==> src/rtl/alu_dispatch_buffer_pkg.sv <==
// alu_dispatch_buffer_pkg: shared instruction type, dispatch widths and lane-count helpers
package alu_dispatch_buffer_pkg;
  localparam int PIPE_WIDTH = 3;
  localparam int ALU_DISP_DEPTH = 8;
  localparam int LANE_CW = $clog2(PIPE_WIDTH + 1);
  typedef struct packed {
    logic [31:0] pc;
    logic [3:0]  op;
    logic [5:0]  dst;
    logic [5:0]  src1;
    logic [5:0]  src2;
  } instruction_t;
  function automatic logic [LANE_CW-1:0] popcount(input logic [PIPE_WIDTH-1:0] v);
    popcount = '0;
    for (int i = 0; i < PIPE_WIDTH; i++) popcount = popcount + LANE_CW'(v[i]);
  endfunction
  // number of consecutive ones from bit 0; anything above the first zero is ignored
  function automatic logic [LANE_CW-1:0] therm_count(input logic [PIPE_WIDTH-1:0] v);
    logic run;
    run = 1'b1;
    therm_count = '0;
    for (int i = 0; i < PIPE_WIDTH; i++) begin
      run = run & v[i];
      therm_count = therm_count + LANE_CW'(run);
    end
  endfunction
endpackage

==> src/rtl/alu_dispatch_buffer_if.sv <==
// alu_dispatch_buffer_if: rename-side and RS-side handshake bundle of the dispatch buffer
interface alu_dispatch_buffer_if;
  import alu_dispatch_buffer_pkg::*;
  logic [PIPE_WIDTH-1:0]         ren_valid;
  instruction_t [PIPE_WIDTH-1:0] ren_bundle;
  logic                          ren_rdy;
  logic [PIPE_WIDTH-1:0]         rs_rdy;
  instruction_t [PIPE_WIDTH-1:0] rs_entry;
  logic [PIPE_WIDTH-1:0]         rs_we;
  modport master (input ren_valid, ren_bundle, rs_rdy, output ren_rdy, rs_entry, rs_we);
  modport slave (output ren_valid, ren_bundle, rs_rdy, input ren_rdy, rs_entry, rs_we);
endinterface

==> src/rtl/alu_dispatch_buffer_multi_port_fifo.sv <==
// multi_port_fifo: circular queue with compacting multi-lane writes and lane-ordered reads from head
module multi_port_fifo
  import alu_dispatch_buffer_pkg::*;
#(
  parameter int DEPTH = ALU_DISP_DEPTH
) (
  input  logic                          clk,
  input  logic                          rst,
  input  logic                          clr,
  input  logic [PIPE_WIDTH-1:0]         wr_mask,
  input  instruction_t [PIPE_WIDTH-1:0] wr_data,
  input  logic [LANE_CW-1:0]            rd_cnt,
  output instruction_t [PIPE_WIDTH-1:0] rd_data,
  output logic [$clog2(DEPTH):0]        count
);
  localparam int AW = $clog2(DEPTH);
  localparam int CW = AW + 1;
  logic [AW-1:0] head_q, head_d, tail_q, tail_d;
  logic [CW-1:0] count_q, count_d;
  logic [LANE_CW-1:0] wr_cnt;
  instruction_t mem_q [DEPTH];
  instruction_t mem_d [DEPTH];
  // place each valid write lane in the next free slot after tail, in ascending lane order
  always_comb begin
    logic [LANE_CW-1:0] off;
    mem_d = mem_q;
    off = '0;
    for (int i = 0; i < PIPE_WIDTH; i++)
      if (wr_mask[i]) begin
        mem_d[tail_q + AW'(off)] = wr_data[i];
        off = off + LANE_CW'(1);
      end
  end
  // pointer and occupancy update; a clear discards all traffic of the cycle
  always_comb begin
    wr_cnt = popcount(wr_mask);
    head_d = clr ? '0 : head_q + AW'(rd_cnt);
    tail_d = clr ? '0 : tail_q + AW'(wr_cnt);
    count_d = clr ? '0 : count_q + CW'(wr_cnt) - CW'(rd_cnt);
  end
  // control registers with asynchronous active-low reset
  always_ff @(posedge clk or negedge rst)
    if (!rst) begin
      head_q <= '0;
      tail_q <= '0;
      count_q <= '0;
    end else begin
      head_q <= head_d;
      tail_q <= tail_d;
      count_q <= count_d;
    end
  // storage carries no reset; only slots between head and tail are ever read out
  always_ff @(posedge clk) mem_q <= mem_d;
  // read lane j always shows the entry j places behind head
  always_comb
    for (int j = 0; j < PIPE_WIDTH; j++) rd_data[j] = mem_q[head_q + AW'(j)];
  assign count = count_q;
endmodule

==> src/rtl/alu_dispatch_buffer.sv <==
// alu_dispatch_buffer: in-order rename-to-RS dispatch queue with RS back-pressure, flush and stall
module alu_dispatch_buffer
  import alu_dispatch_buffer_pkg::*;
#(
  parameter int BUF_DEPTH = ALU_DISP_DEPTH
) (
  input  logic                       clk,
  input  logic                       rst,
  input  logic                       flush,
  input  logic                       cache_stall,
  alu_dispatch_buffer_if.master      io,
  output logic [$clog2(BUF_DEPTH):0] buf_count
);
  localparam int CW = $clog2(BUF_DEPTH) + 1;
  logic [LANE_CW-1:0] k, n;
  logic [PIPE_WIDTH-1:0] push_mask;
  instruction_t [PIPE_WIDTH-1:0] rd_data;
  // accept only with a whole bundle of room by registered count; dispatch min(count, RS room)
  always_comb begin
    io.ren_rdy = !flush && !cache_stall && (CW'(BUF_DEPTH) - buf_count >= CW'(PIPE_WIDTH));
    k = therm_count(io.rs_rdy);
    n = (flush || cache_stall) ? '0 : (CW'(k) < buf_count ? k : LANE_CW'(buf_count));
    push_mask = io.ren_rdy ? io.ren_valid : '0;
    for (int j = 0; j < PIPE_WIDTH; j++) begin
      io.rs_we[j] = LANE_CW'(j) < n;
      io.rs_entry[j] = io.rs_we[j] ? rd_data[j] : '0;
    end
  end
  multi_port_fifo #(.DEPTH(BUF_DEPTH)) u_fifo (
    .clk(clk),
    .rst(rst),
    .clr(flush),
    .wr_mask(push_mask),
    .wr_data(io.ren_bundle),
    .rd_cnt(n),
    .rd_data(rd_data),
    .count(buf_count)
  );
endmodule
==> src/flat_wrapper.sv <==
// flat-port wrapper written by rule: the top's interface ports become plain ports
module alu_dispatch_buffer_flat import alu_dispatch_buffer_pkg::*;
#(
  parameter int BUF_DEPTH = ALU_DISP_DEPTH
)
  (clk, rst, flush, cache_stall, buf_count, io_ren_valid, io_ren_bundle, io_rs_rdy, io_ren_rdy, io_rs_entry, io_rs_we);
  alu_dispatch_buffer_if io_i ();
  input  logic clk;
  input  logic rst;
  input  logic flush;
  input  logic cache_stall;
  output logic [$clog2(BUF_DEPTH):0] buf_count;
  input wire logic [$bits(io_i.ren_valid)-1:0] io_ren_valid;
  input wire logic [$bits(io_i.ren_bundle)-1:0] io_ren_bundle;
  input wire logic [$bits(io_i.rs_rdy)-1:0] io_rs_rdy;
  output wire logic [$bits(io_i.ren_rdy)-1:0] io_ren_rdy;
  output wire logic [$bits(io_i.rs_entry)-1:0] io_rs_entry;
  output wire logic [$bits(io_i.rs_we)-1:0] io_rs_we;
  assign io_i.ren_valid = io_ren_valid;
  assign io_i.ren_bundle = io_ren_bundle;
  assign io_i.rs_rdy = io_rs_rdy;
  assign io_ren_rdy = io_i.ren_rdy;
  assign io_rs_entry = io_i.rs_entry;
  assign io_rs_we = io_i.rs_we;
  alu_dispatch_buffer #(.BUF_DEPTH(BUF_DEPTH)) u_core (.clk(clk), .rst(rst), .flush(flush), .cache_stall(cache_stall), .io(io_i), .buf_count(buf_count));
endmodule
==> config.mk <==
export PLATFORM = sky130hd
export DESIGN_NAME = alu_dispatch_buffer_flat
export DESIGN_NICKNAME = d
export VERILOG_FILES = /design/src/rtl/alu_dispatch_buffer_pkg.sv /design/src/rtl/alu_dispatch_buffer_if.sv /design/src/rtl/alu_dispatch_buffer_multi_port_fifo.sv /design/src/rtl/alu_dispatch_buffer.sv /design/src/flat_wrapper.sv
export SDC_FILE = /design/constraint.sdc
export NUM_CORES = 2
export LEC_CHECK = 0
export ABC_CLOCK_PERIOD_IN_PS = 3900
export CORE_MARGIN = 2
export CORE_UTILIZATION = 40
export CTS_CLUSTER_SIZE = 12
export DETAILED_ROUTE_END_ITERATION = 12
export PLACE_DENSITY_LB_ADDON = 0.25
export SYNTH_ARGS = -nofsm -noshare
export SYNTH_HDL_FRONTEND = slang
export SYNTH_SLANG_ARGS = --single-unit
==> constraint.sdc <==
create_clock -name clk -period 3.9 [get_ports clk]
set_clock_uncertainty 0.05 [all_clocks]
set_input_delay 0.975 -clock clk [delete_from_list [all_inputs] [get_ports clk]]
set_output_delay 0.975 -clock clk [all_outputs]
set_load 0.05 [all_outputs]
==> results.md <==
* Status: finished, violations left
* Violated checks: setup timing
* R2R Path Start: u_core.u_fifo.count[2]
* Clock transition at path regs at about 0.060 ns
* Avg Cell Area, Syn at 9.44 um2
* Vias in the first global route at 30500
* FFs w/ async S/R, synth at 0.0226
* Number of synthesized flops with an enable pin at 0
* Worst hold start: u_core.u_fifo.mem_q[430]
* Synth Instances at 3645
* Insertion delay to the later sink of the worst-skew pair at 0.61 ns
* Ys flop type: dfxtp_1
* Via density at 6.28
* R2R Setup Slk at 0.38 ns
* Worst path arrival time at 3.24 ns
* Total number of vias at 31600
* Static Leak at ~17 nW
* DR pass1 iterations at 6
* Critical path launch point: io_rs_rdy[1]
* RSZ-0062 raised after global routing: yes
* Die X at just under 300 um
* Initial Util at 0.404
* PortBufs at 341
* Die Area at 88400 um2
* Most common cell after layout, fill and taps aside: nand2_1
* Num rows at 107
* Tot GR Track Use at 0.300
* First-pass GRT wire length at 203 mm
* Die span in y at 297 um
* Synth Warn # at 0
* Post-synthesis cell type count at 62
* Initial antenna violation count at 15
* Clock buffer depth at 3
* Setup Crit Path Kind: input pin to output pin
* R2r endpoint: u_core.u_fifo.mem_q[296]
* Fin crit share at 1.09
* Fillers at 7534
* Critical Path End: io_rs_we[0]
* Worst rel slew slack at 0.413
* Sequential fraction of the synthesis area at 0.259
* CORE AREA at 85100 um2
* Largest net degree at the start of global routing at 101
* Root Driver: clkbuf_16
* # H-tree levels at 2
* DRC Markers at 0
* Layout cells sized above 1 at 0.326
* Fmax at 235 MHz
* Setup TNS at -43.47 ns
* Area grow syn2layout at 28.8%
* Grt ovf at 0
* Commonest non-fill, non-tap cells in the layout: 584 x nand2_1, 432 x dfxtp_1, 345 x mux2i_1, 321 x mux4_2, 241 x o21ai_1
* Mapped cell area at 34400 um2
* CP Max Fanout at 8
* Final wirelength at 137 mm
* Worst-case reg-to-reg path depth at 12
* Slew Limit Fails at 0
* WL/cell at 27.1 um
* TritonCTS clock tree: built
* Max IR drop VDD at 0.356 mV
* Final net count at a little over 4000
* Final min period at 4.26 ns
* TritonCTS Buffers at 55
* RePlAce Congestion at 0.876
* Yosys reg bits at 442
* Worst Path Required at 2.87 ns
* Post-DP HPWL at 89.9 mm
* Post-place setup slack at -0.804 ns
* Worst hold path type: register to register
* # IOs at about 340
* Slew of the pin with the lowest slew margin at roughly 0.87 ns
* Endpoint type of the worst setup path: output pin
* Final setup margin at -0.361 ns
* CTS sink count at 442
* MaxCap Viol Count at 0
* Initial DRC count at 3553
* Startpoint types: input pin
* Final Hold Viols at 0
* PD cells at ~540 nW/um2
* Post-route ant nets at 0
* Final Setup Violations at 165
* Synthesized Nets at 3837
==> cell usage after synthesis, types with 36 or more instances <==
library cell  instances  share of area
dfxtp_1             432           0.25
nand2_1             585          0.064
buf_4                37         0.0081
a211oi_1            154          0.034
mux4_2              321           0.21
buf_1                57         0.0062
mux2_1               36          0.012
o21ai_1             240          0.035
and2_1              161          0.029
buf_2                86          0.013
clkbuf_1            222          0.024
nor2_1              265          0.029
mux2i_1             345           0.10
a21oi_1              83          0.012
mux2_2              220          0.072
o31ai_1             171          0.037
==> area by class of cell <==
type / count / area (um2) / area share
diodes: 8 / 20.0 / 0.000452
well taps: 1144 / 1430 / 0.0323
clock inverters: 14 / 114 / 0.00257
repair buffers: 579 / 7110 / 0.160
inverters: 19 / 77.6 / 0.00175
clock buffers: 83 / 1630 / 0.0369
flip-flops and latches: 442 / 8910 / 0.201
multi-input cells: 2746 / 25000 / 0.564
==> critical path, cell delays in order <==
cell,delay (ns)
buf_6,0.09
and3_4,0.17
fa_2,0.38
ha_4,0.25
a21o_4,0.23
and2_4,0.15
o311ai_4,0.28
buf_12,0.21
buf_16,0.20
clkinvlp_4,0.11
buf_6,0.15
==> logic make-up after synthesis <==
kind of cell / count (synthesis) / synth area share
muxes: 922 / 0.394
adders and majority gates: 20 / 0.00880
DFF: 442 / 0.259
and+or+nand+nor: 1096 / 0.143
xor gates and xnor gates: 9 / 0.00229
buffers and inverters: 457 / 0.0654
AOI/OAI and AO/OA: 699 / 0.128
==> metal layers <==
layer / vias up / wire [um] / global-route usage
met5: - / 86 / 0
met4: 14 / 4570 / 0.104
met3: 267 / 12900 / 0.0598
met2: 1768 / 62500 / 0.472
met1: 15700 / 56600 / 0.410
li1: 13800 / - / -
==> worst min-delay path by stage <==
stage | to | slack [ns] | cells after the start
2_1_floorplan | u_core.u_fifo.mem_q[376] | 0.49 | 2
3_3_place_gp | u_core.u_fifo.mem_q[423] | 0.52 | 2
3_5_place_dp | u_core.u_fifo.mem_q[430] | 0.52 | 2
4_1_cts | u_core.u_fifo.mem_q[430] | 0.53 | 2
5_1_grt | u_core.u_fifo.mem_q[153] | 0.56 | 2
6_report | u_core.u_fifo.mem_q[430] | 0.54 | 2
==> state kept, by name, summed over array words and instances (netlist names) <==
| name | flops |
|---|---|
| u_core.u_fifo.count | 4 |
| u_core.u_fifo.head_q | 3 |
| u_core.u_fifo.tail_q | 3 |
| u_core.u_fifo.mem_q | 432 |
==> power by group <==
part / switching [mW] / internal, mW
sequential: 1.47 / 5.91
clock: 2.19 / 2.94
combinational: 5.75 / 5.58
==> what timing repair did <==
action                                  4_1_cts  5_1_grt
pin swaps                                    67       12
buffers inserted                             14        1
hold buffers                                  0        0
endpoints found under the setup margin      166      165
gates resized for setup                     204       20
cloned                                        6        1
==> stage by stage <==
stage	instances	util	area, um2	hold slack, ns	power, mW
6_report	5035	0.521	44300	0.538	23.8
5_1_grt	5034	0.520	44300	0.562	24.9
4_1_cts	5028	0.520	44200	0.532	23.7
3_5_place_dp	4911	0.486	41400	0.524	18.1
3_3_place_gp	4911	0.486	41400	0.517	18.0
2_1_floorplan	3645	-	36200	0.488	14.9
(Power assumes the default switching activity.)
